**src/rtl/mem_arbiter.sv**
```systemverilog
// Two-master (IFU/LSU) arbiter onto one memory port, single outstanding transaction.
// Latency: accept N, mem request N+1, earliest response N+2; backpressure via mem_req_ready, readies low while busy.
module mem_arbiter #(
    parameter int AW = 32,
    parameter int DW = 32
) (
    input  logic              clk,
    input  logic              rst,
    input  logic              ifu_req_valid,
    output logic              ifu_req_ready,
    input  logic [AW-1:0]     ifu_addr,
    input  logic              ifu_flush,
    output logic              ifu_resp_valid,
    output logic [DW-1:0]     ifu_rdata,
    input  logic              lsu_req_valid,
    output logic              lsu_req_ready,
    input  logic [AW-1:0]     lsu_addr,
    input  logic              lsu_wen,
    input  logic [DW-1:0]     lsu_wdata,
    input  logic [DW/8-1:0]   lsu_wmask,
    output logic              lsu_resp_valid,
    output logic [DW-1:0]     lsu_rdata,
    output logic              mem_req_valid,
    input  logic              mem_req_ready,
    output logic [AW-1:0]     mem_addr,
    output logic              mem_wen,
    output logic [DW-1:0]     mem_wdata,
    output logic [DW/8-1:0]   mem_wmask,
    input  logic              mem_resp_valid,
    input  logic [DW-1:0]     mem_rdata
);
    localparam logic OWN_IFU = 1'b0;
    localparam logic OWN_LSU = 1'b1;

    typedef enum logic [1:0] {IDLE, REQ, RESP} state_t;

    state_t            state, state_nxt;
    logic              last_owner;
    logic              owner;
    logic              drop;
    logic [AW-1:0]     addr_q;
    logic              wen_q;
    logic [DW-1:0]     wdata_q;
    logic [DW/8-1:0]   wmask_q;

    always_ff @(posedge clk or posedge rst) begin
        if (rst) state <= IDLE;
        else     state <= state_nxt;
    end

    always_comb begin
        state_nxt      = state;
        ifu_req_ready  = 1'b0;
        lsu_req_ready  = 1'b0;
        mem_req_valid  = 1'b0;
        ifu_resp_valid = 1'b0;
        lsu_resp_valid = 1'b0;
        case (state)
            IDLE: begin
                // On a tie the master that did not win last time gets the grant.
                ifu_req_ready = !rst && ifu_req_valid && (!lsu_req_valid || last_owner == OWN_LSU);
                lsu_req_ready = !rst && lsu_req_valid && (!ifu_req_valid || last_owner == OWN_IFU);
                if (ifu_req_ready || lsu_req_ready) state_nxt = REQ;
            end
            REQ: begin
                mem_req_valid = 1'b1;
                if (mem_req_ready) state_nxt = RESP;
            end
            RESP: begin
                if (mem_resp_valid) begin
                    ifu_resp_valid = (owner == OWN_IFU) && !drop;
                    lsu_resp_valid = (owner == OWN_LSU);
                    state_nxt      = IDLE;
                end
            end
            default: state_nxt = IDLE;
        endcase
    end

    always_ff @(posedge clk or posedge rst) begin
        if (rst) begin
            last_owner <= OWN_IFU;
            owner      <= OWN_IFU;
            drop       <= 1'b0;
            addr_q     <= '0;
            wen_q      <= 1'b0;
            wdata_q    <= '0;
            wmask_q    <= '0;
        end else begin
            if (lsu_req_ready) begin
                owner   <= OWN_LSU;
                drop    <= 1'b0;
                addr_q  <= lsu_addr;
                wen_q   <= lsu_wen;
                wdata_q <= lsu_wdata;
                wmask_q <= lsu_wmask;
            end else if (ifu_req_ready) begin
                owner   <= OWN_IFU;
                drop    <= 1'b0;
                addr_q  <= ifu_addr;
                wen_q   <= 1'b0;
                wdata_q <= '0;
                wmask_q <= '0;
            end
            // A redirect mid-fetch lets memory finish but suppresses the IFU response.
            if (state != IDLE && owner == OWN_IFU && ifu_flush) drop <= 1'b1;
            if (state == RESP && mem_resp_valid) begin
                last_owner <= owner;
                drop       <= 1'b0;
            end
        end
    end

    assign mem_addr  = addr_q;
    assign mem_wen   = wen_q;
    assign mem_wdata = wdata_q;
    assign mem_wmask = wmask_q;
    assign ifu_rdata = mem_rdata;
    assign lsu_rdata = mem_rdata;

endmodule

```
**config.mk**
```make
export PLATFORM = sky130hd
export DESIGN_NAME = mem_arbiter
export DESIGN_NICKNAME = d
export VERILOG_FILES = /design/src/rtl/mem_arbiter.sv
export SDC_FILE = /design/constraint.sdc
export NUM_CORES = 1
export LEC_CHECK = 0
export ABC_AREA = 0
export BUFFER_PORTS_ARGS = -buffer_cell sky130_fd_sc_hd__buf_2
export CORE_AREA = 2 2 108 110
export DETAILED_ROUTE_END_ITERATION = 8
export DIE_AREA = 0 0 110 112
export GPL_TIMING_DRIVEN = 0
export PLACE_DENSITY = 0.79
export SLEW_MARGIN = 20
export SYNTH_ARGS = -nofsm -noshare
export SYNTH_HDL_FRONTEND = slang
export SYNTH_SLANG_ARGS = --single-unit
```
**constraint.sdc**
```tcl
create_clock -name clk -period 2.5 [get_ports clk]
set_input_delay 0.25 -clock clk [delete_from_list [all_inputs] [get_ports clk]]
set_output_delay 0.25 -clock clk [all_outputs]
set_load 0.05 [all_outputs]
```
==> results of run 1 <==
==> cells in the mapped netlist (all sizes together), types with 2 or more instances <==
cell type | n | area share (%)
nand2 | 2 | 0.21
o21ai | 34 | 4.7
a21oi | 33 | 4.5
dfrtp | 74 | 51
a31oi | 32 | 5.5
a21o | 2 | 0.41
nor3 | 2 | 0.27
clkbuf | 15 | 1.5
nand3 | 32 | 4.4
nor2 | 5 | 0.79
a21boi | 2 | 0.41
buf | 81 | 16
a22o | 38 | 9.1
inv | 4 | 0.41
==> flip-flops by register name, summed over array words and instances, names as in the netlist <==
name / count
mem_addr: 32
mem_wdata: 32
mem_wmask: 4
state: 2
drop: 1
last_owner: 1
mem_wen: 1
owner: 1
==> cell usage in the layout, fill, tap and decap left out, types with 3 or more instances in the layout <==
cell,count
a31oi_1,32
a21oi_1,33
buf_4,64
a22o_1,38
dfrtp_1,74
clkbuf_16,9
nand3_1,32
o21ai_0,34
clkinv_2,3
nor2_1,3
buf_2,259
clkbuf_1,15
inv_1,3
==> power by group through the flow <==
| stage | sequential, uW | combinational (uW) | clock (uW) |
|---|---|---|---|
| finish | 2090 | 4180 | 1300 |
| global route | 2170 | 4430 | 1390 |
| CTS | 2090 | 4220 | 1340 |
| detailed placement | 2110 | 4210 | 0 |
| global placement | 2080 | 4180 | 0 |
| floorplan | 3990 | 1260 | 0 |
==> what timing repair did <==
action                                  CTS  global route
endpoints found under the hold margin    28             0
hold buffers                              1             0
resized for setup                         0             1
endpoints found under the setup margin    0             1
==> metrics by stage <==
stage          std cells  total power [uW]  worst slack [ns]  setup TNS (ns)  cell area (um^2)
2_1_floorplan        362              5250             0.368               0              3650
3_3_place_gp         750              6260            -0.642          -47.31              5050
3_5_place_dp         751              6310             0.568               0              5080
4_1_cts              768              7650            0.0784               0              5400
5_1_grt              768              7980            0.0161               0              5400
6_report             768              7580             0.133               0              5400
==> final cells by class <==
| cell class | count | share of cell area (%) |
|---|---|---|
| clock buffer | 11 | 4.68 |
| timing repair buffer | 247 | 23.4 |
| multi-input combinational | 188 | 21.3 |
| clock inverter | 5 | 0.973 |
| buffer | 96 | 11.7 |
| tap | 143 | 3.31 |
| inverter | 4 | 0.324 |
| sequential | 74 | 34.3 |
==> logic make-up (layout without fill, tap and decap cells) <==
logic type      count (synthesis)  in the layout  share of synthesized area (%)
compound gates                143            143                           25.1
flops                          74             74                           50.7
simple gates                   45             45                           6.38
buf+inv                       100            363                           17.8
==> worst min-delay path by stage <==
stage	startpoint	to	slack, ns	cells past startpoint
after floorplan	mem_req_ready	state[0]	0.36	1
after global placement	lsu_wdata[27]	mem_wdata[27]	0.47	2
after detailed placement	rst	last_owner	0.29	2
after CTS	lsu_wdata[19]	mem_wdata[19]	0.12	2
after global routing	lsu_wmask[1]	mem_wmask[1]	0.13	2
final	lsu_wdata[19]	mem_wdata[19]	0.14	2
==> layer usage <==
layer / track usage (%) / part of all wire (%) / vias up
met1: 21.5 / 39 / 1728
met2: 31.8 / 50 / 189
li1: - / - / 1772
met3: 5.04 / 9.0 / 20
met5: 0 / 0 / -
met4: 6.50 / 1.9 / 0
==> worst register-to-register path: cells and delay by family (launching register included) <==
kind	cells	cell delay, ns
AOI/OAI and AO/OA	1	0.12
buffers and inverters	2	0.48
and+or+nand+nor	2	0.63
DFF	1	0.43
==> results.yml, run 1 <==
run_status:
  status: "finished clean"
setup_path:
  critical-path-top-delay-family: "buffers and inverters"
  critical_path_buf_inv_count: 5
  crit_type: "in -> out"
  crit_end: "lsu_req_ready"
  ff2ff_path_depth: 5
  critPathCaptureType: "primary output"
  startpoint: "rst"
  cp_data_arrival_time_ns: 2.12
  reg2reg_to: "mem_addr[16]"
  path_depth: 7
  r2r_start: "state[1]"
  crit_top_cell: "buf_2"
  worst_path_max_delay_cell: "dlygate4sd3_1"
  crit_chain: "dlygate4sd3_1 > buf_2 > or3_1 > buf_2 > nor2_4 > buf_2 > clkbuf_4"
  crit_path_max_fanout: 10
  cp.required_ns: 2.25
  startpoint_type: "primary input"
  worst_path_largest_cell_delay_ns: 0.54
  regToRegSetupSlack_ns: 0.71
clock_tree:
  cts.htree.levels: 3
  cts_tree: "yes"
  clock_path_buffers: 2
  numCtsBuffers: 9
  clk_latency_ns: 0.32
  cts_sinks: 74
  cts_setup_buffers: 0
  clk_pin_slew_worst_paths_ns: 0.06
  clockRootBuffer: "clkbuf_16"
global_route:
  grt_max_degree: 47
  grt_pass1_wl_mm: 17.5
  antenna_found_initial: 0
  track_usage_pct: 18.4
  grt_pass1_vias: 3561
  grt-ovfl-total: 0
drt:
  wirelength_mm: 11.8
  antenna_left: 0
  drtIter0Drc: 184
  wire_per_inst_um: 15.4
  first_pass_iters: 4
  drc_errors: 0
  route.vias.total: 3709
  drt-vias-per-instance: 4.83
pwr:
  power.switching_uw: 3930
  seqPwrFrac_pct: 27.6
  p_leak_uw: 0.00282
  power.share.clock_pct: 17.2
  p_sw_share_pct: 51.9
  p_comb_share_pct: 55.2
  powerDensity_nw_per_um2: 1400
  peakVddDrop_uv: 759
  p_int_uw: 3640
sta:
  finalHoldViolations: 0
  max_slew_margin_pct: 63.3
  tightest_slew_ns: 0.549
  clock.fmax_mhz: 423
  fin_skew_ns: 0.00499
  setup_viol: 0
  whs_ns: 0.140
  post-route-period-util_pct: 94.7
  slew_violations: 0
  period_needed_ns: 2.37
  rsz0062_at_grt: "no"
layout:
  n_antenna_cell: 0
  fillCellCount: 1099
  drive_above_1_share_pct: 55.7
  nNetsFinal: 760
  postLayoutCoreUtil_pct: 48.3
  final-seq-area_um2: 1850
  multi_input_area_um2: 1150
  syn_to_final_growth_pct: 48.0
placed_design:
  dp_hpwl_mm: 9.08
  place.gp.congestion: 0.832
  port_buffers: 245
min_path:
  min_path_type: "in -> reg"
floorplan:
  core_area_um2: 11200
  rows: 39
  start_util_pct: 32.7
  io_pins: 278
  die-area_um2: 12300
  die_h_um: 112
  die_w_um: 110
synthesis:
  async_flop_share_pct: 100
  yosysSeqAreaShare_pct: 50.7
  synth-edff-count: 0
  ys_ff_latch: 74
  avgSynthCellArea_um2: 10.1
  netlist_area_um2: 3650
  syn_inst: 362
  ys_types: 24
  ys_warn_count: 0
  ys.flop_type: "dfrtp_1"
  syn-num-nets: 502
run:
  drv_cap: 0
Power figures use the tool's default switching activity.
==> run 2: changes to the inputs <==
--- a/config.mk
+++ b/config.mk
@@ -11,6 +11,7 @@
 export DETAILED_ROUTE_END_ITERATION = 8
 export DIE_AREA = 0 0 110 112
 export GPL_TIMING_DRIVEN = 0
+export MAX_ROUTING_LAYER = met4
 export PLACE_DENSITY = 0.79
 export SLEW_MARGIN = 20
 export SYNTH_ARGS = -nofsm -noshare
==> run 2 against run 1 <==
Total power barely moved. Global-route usage is 0.51 points higher. Highest routed layer unchanged. Sequential cell count unchanged. First-iteration DRC count is 4.9% higher. Utilization unchanged. Register-to-register slack about the same. Worst hold slack lost 0.0011 ns. Worst setup slack improved by 0.0027 ns. Critical endpoint unchanged. Non-clock buffer count unchanged. Die area is the same. Routed wire length is essentially flat. Clock skew up 0.0030 ns.
==> results.yml, run 2 (same netlist as run 1, synthesis figures left out) <==
run_status:
  status: "finished clean"
global_route:
  grt_pass1_vias: 3572
  grt_pass1_wl_mm: 17.5
  antenna_found_initial: 0
  track_usage_pct: 18.9
  grt-ovfl-total: 0
  grt_max_degree: 47
sta:
  clock.fmax_mhz: 423
  rsz0062_at_grt: "no"
  tightest_slew_ns: 0.553
  fin_skew_ns: 0.00802
  slew_violations: 0
  finalSetupTns_ns: 0
  period_needed_ns: 2.36
  post-route-period-util_pct: 94.6
  max_slew_margin_pct: 63.0
  setup_viol: 0
  finalHoldViolations: 0
floorplan:
  core_area_um2: 11200
  start_util_pct: 32.7
  rows: 39
  die-area_um2: 12300
  io_pins: 278
  die_h_um: 112
  die_w_um: 110
clock_tree:
  clockRootBuffer: "clkbuf_16"
  clock_path_buffers: 2
  cts.htree.levels: 3
  cts_sinks: 74
  numCtsBuffers: 9
  cts_setup_buffers: 0
  clk_pin_slew_worst_paths_ns: 0.06
  clk_latency_ns: 0.33
  cts_tree: "yes"
pwr:
  p_leak_uw: 0.00282
  power.share.clock_pct: 17.2
  powerDensity_nw_per_um2: 1400
  p_sw_share_pct: 52.0
  seqPwrFrac_pct: 27.6
  peakVddDrop_uv: 759
  power.switching_uw: 3940
  p_int_uw: 3640
  p_comb_share_pct: 55.2
setup_path:
  crit_path_max_fanout: 10
  crit_type: "in -> out"
  cp_data_arrival_time_ns: 2.11
  cp.required_ns: 2.25
  ff2ff_path_depth: 5
  critPathCaptureType: "primary output"
  startpoint_type: "primary input"
layout:
  n_antenna_cell: 0
  final_area_um2: 5400
  syn_to_final_growth_pct: 48.0
  final_common_cell: "buf_2"
  final_cell_mix: "buf_2, dfrtp_1, buf_4"
  fillCellCount: 1099
  drive_above_1_share_pct: 55.7
  nNetsFinal: 760
min_path:
  min_path_type: "in -> reg"
  holdPathStages: 2
run:
  drv_cap: 0
placed_design:
  port_buffers: 245
  dp_hpwl_mm: 9.08
  place.gp.congestion: 0.845
  dpl_cell_area_um2: 5080
drt:
  first_pass_iters: 4
  wire_per_inst_um: 15.4
  drtIter0Drc: 193
  wirelength_mm: 11.8
  drc_errors: 0
  route.vias.total: 3718
  antenna_left: 0
  drt-vias-per-instance: 4.84
run 2: cell counts in the layout (fill, tap and decap cells not counted):
Identical to the previous run, type by type.
run 2: worst max-delay path, stage by stage:
cell and delay (ns):
dlygate4sd3_1 0.54, buf_2 0.15, or3_1 0.30, buf_2 0.19, nor2_4 0.16, buf_2 0.24
clkbuf_4 0.27
run 2: power groups by stage:
stage | Clock, uW | Combinational, uW | Sequential [uW]
3_5_place_dp | 0 | 4210 | 2110
2_1_floorplan | 0 | 1260 | 3990
4_1_cts | 1340 | 4220 | 2090
6_report | 1310 | 4180 | 2090
3_3_place_gp | 0 | 4180 | 2080
5_1_grt | 1390 | 4430 | 2170
run 2: final cells by class:
class | instances | area (um^2) | share of cell area [%]
sequential | 74 | 1850 | 34.3
timing repair buffer | 247 | 1270 | 23.4
multi-input combinational | 188 | 1150 | 21.3
buffer | 96 | 634 | 11.7
clock buffer | 11 | 253 | 4.68
tap | 143 | 179 | 3.31
clock inverter | 5 | 52.6 | 0.973
inverter | 4 | 17.5 | 0.324
run 2: through the flow:
stage | total power (uW) | hold slack [ns] | utilization, % | std cells | worst slack [ns]
after global routing | 7980 | 0.132 | 48.3 | 768 | 0.0161
after detailed placement | 6310 | 0.293 | 45.5 | 751 | 0.568
final | 7580 | 0.139 | 48.3 | 768 | 0.136
after CTS | 7650 | 0.124 | 48.3 | 768 | 0.0784
after floorplan | 5250 | 0.358 | - | 362 | 0.368
after global placement | 6260 | 0.468 | 45.2 | 750 | -0.642
run 2: what timing repair did:
item                                    4_1_cts  5_1_grt
endpoints found under the hold margin        28        0
endpoints found under the setup margin        0        1
hold buffers                                  1        0
resized for setup                             0        1
run 2: worst paths after layout:
check,startpoint,to,slack (ns)
max,rst,lsu_req_ready,0.14
max in group asynchronous,rst,mem_addr[30],1.41
min,lsu_wdata[19],mem_wdata[19],0.14
min in group asynchronous,rst,last_owner,0.51
max reg2reg,state[1],mem_addr[28],0.71
min reg2reg,mem_wdata[30],mem_wdata[30],0.50
run 2: layer usage:
metal  vias up  wire [um]  global-route usage [%]
met5         -          0                       -
met4         0        243                    6.75
met3        22        967                    4.04
met2       187       5810                    31.7
met1      1739       4800                    22.0
li1       1770          -                       -
==> run 3: changes to the inputs <==
--- a/config.mk
+++ b/config.mk
@@ -7,12 +7,14 @@
 export LEC_CHECK = 0
 export ABC_AREA = 0
 export BUFFER_PORTS_ARGS = -buffer_cell sky130_fd_sc_hd__buf_2
+export CAP_MARGIN = 20
 export CORE_AREA = 2 2 108 110
 export DETAILED_ROUTE_END_ITERATION = 8
 export DIE_AREA = 0 0 110 112
 export GPL_TIMING_DRIVEN = 0
 export MAX_ROUTING_LAYER = met4
 export PLACE_DENSITY = 0.79
+export SETUP_SLACK_MARGIN = 0.15
 export SLEW_MARGIN = 20
 export SYNTH_ARGS = -nofsm -noshare
 export SYNTH_HDL_FRONTEND = slang
==> run 3 against run 2 <==
Worst hold slack barely moved. Via count down 0.16%. Sequential share of layout area is essentially flat. Largest cell class unchanged.
==> results.yml, run 3 (same netlist as run 1, synthesis figures left out) <==
setup_path:
  crit_path_max_fanout: 10
  worst_path_max_delay_cell: "dfrtp_1"
  cp_data_arrival_time_ns: 1.97
  critPathCaptureType: "primary output"
  startpoint_type: "flip-flop"
  crit_type: "reg -> out"
  cp.required_ns: 2.25
  worst_path_largest_cell_delay_ns: 0.43
  crit_top_cell: "clkbuf_4"
  ff2ff_path_depth: 5
  crit_chain: "or3_1 > buf_2 > nor2_4 > clkbuf_4 > clkbuf_4"
drt:
  drc_errors: 0
  wire_per_inst_um: 15.4
  wirelength_mm: 11.8
  drtIter0Drc: 149
  first_pass_iters: 4
  route.vias.total: 3712
  drt-vias-per-instance: 4.83
  antenna_left: 0
placed_design:
  placed_cells: 751
  dp_hpwl_mm: 9.08
  place.gp.congestion: 0.845
  port_buffers: 245
layout:
  n_antenna_cell: 0
  postLayoutCoreUtil_pct: 48.4
  final_common_cell: "buf_2"
  final_cell_mix: "buf_2, dfrtp_1, buf_4"
  nNetsFinal: 760
  syn_to_final_growth_pct: 48.1
  drive_above_1_share_pct: 55.7
  stdcell_count: 768
pwr:
  powerDensity_nw_per_um2: 1400
  p_leak_uw: 0.00282
  peakVddDrop_uv: 758
sta:
  max_slew_margin_pct: 64.5
  clock.fmax_mhz: 451
  setup_viol: 0
  finalHoldViolations: 0
  slew_violations: 0
  post-route-period-util_pct: 88.7
  rsz0062_at_grt: "no"
  tightest_slew_ns: 0.532
  fin_skew_ns: 0.00494
  period_needed_ns: 2.22
run:
  drv_cap: 0
clock_tree:
  clock_path_buffers: 2
  clockRootBuffer: "clkbuf_16"
  numCtsBuffers: 9
  clk_pin_slew_worst_paths_ns: 0.06
  clk_latency_ns: 0.32
  cts_sinks: 74
  cts_setup_buffers: 0
  cts_tree: "yes"
  cts.htree.levels: 3
global_route:
  grt_pass1_wl_mm: 17.5
  grt_pass1_vias: 3572
  grt-ovfl-total: 0
  antenna_found_initial: 0
  track_usage_pct: 18.9
  grt_max_degree: 47
floorplan:
  die_h_um: 112
  io_pins: 278
  rows: 39
  start_util_pct: 32.7
  die-area_um2: 12300
  die_w_um: 110
  core_area_um2: 11200
min_path:
  min_path_type: "in -> reg"
  holdPathStages: 2
run_status:
  status: "finished clean"
-- run 3: routing by layer --
metal / GRT usage, % / wire length [um] / vias up
met2: 31.7 / 5850 / 173
met5: - / 0 / -
met4: 6.75 / 259 / 0
met3: 4.04 / 892 / 24
met1: 22.0 / 4840 / 1743
li1: - / - / 1772
-- run 3: final cells by class --
type | count | area, um^2
Fill cell | 1098 | 5770
Sequential cell | 74 | 1850
Timing Repair Buffer | 247 | 1270
Multi-Input combinational cell | 188 | 1150
Buffer | 96 | 637
Clock buffer | 11 | 253
Tap cell | 143 | 179
Clock inverter | 5 | 52.6
Inverter | 4 | 17.5
-- run 3: stage by stage --
stage,setup TNS (ns),setup slack [ns],power [uW],hold WS [ns],cell area [um^2]
2_1_floorplan,0,0.368,5250,0.358,3650
3_3_place_gp,-47.31,-0.642,6260,0.468,5050
3_5_place_dp,0,0.568,6310,0.293,5080
4_1_cts,0,0.190,7650,0.124,5400
5_1_grt,0,0.161,7980,0.132,5410
6_report,0,0.282,7580,0.139,5410
-- run 3: worst paths after layout --
path | startpoint | end | slack [ns]
hold / removal | lsu_wdata[19] | mem_wdata[19] | 0.14
setup reg to reg | state[1] | mem_addr[16] | 0.70
min in group asynchronous | rst | last_owner | 0.53
hold reg to reg | mem_wdata[30] | mem_wdata[30] | 0.50
max in group asynchronous | rst | mem_addr[30] | 1.39
setup / recovery | state[1] | lsu_req_ready | 0.28
-- run 3: what timing repair did --
| action | in CTS | in global routing |
|---|---|---|
| resized for setup | 0 | 2 |
| endpoints found under the hold margin | 28 | 0 |
| setup endpoints to repair | 0 | 1 |
| hold buffers | 1 | 0 |
-- run 3: worst max-delay path: cells and delay by family (launching register included) --
family / cells / cell delay, ns
buffers and inverters: 3 / 0.66
flip-flops: 1 / 0.43
AND/OR/NAND/NOR: 2 / 0.55
-- run 3: where the power goes --
group          switching, uW  internal (uW)  total [uW]
clock network            478            821        1300
logic                   3130           1050        4180
registers                320           1770        2090
total                   3930           3640        7580
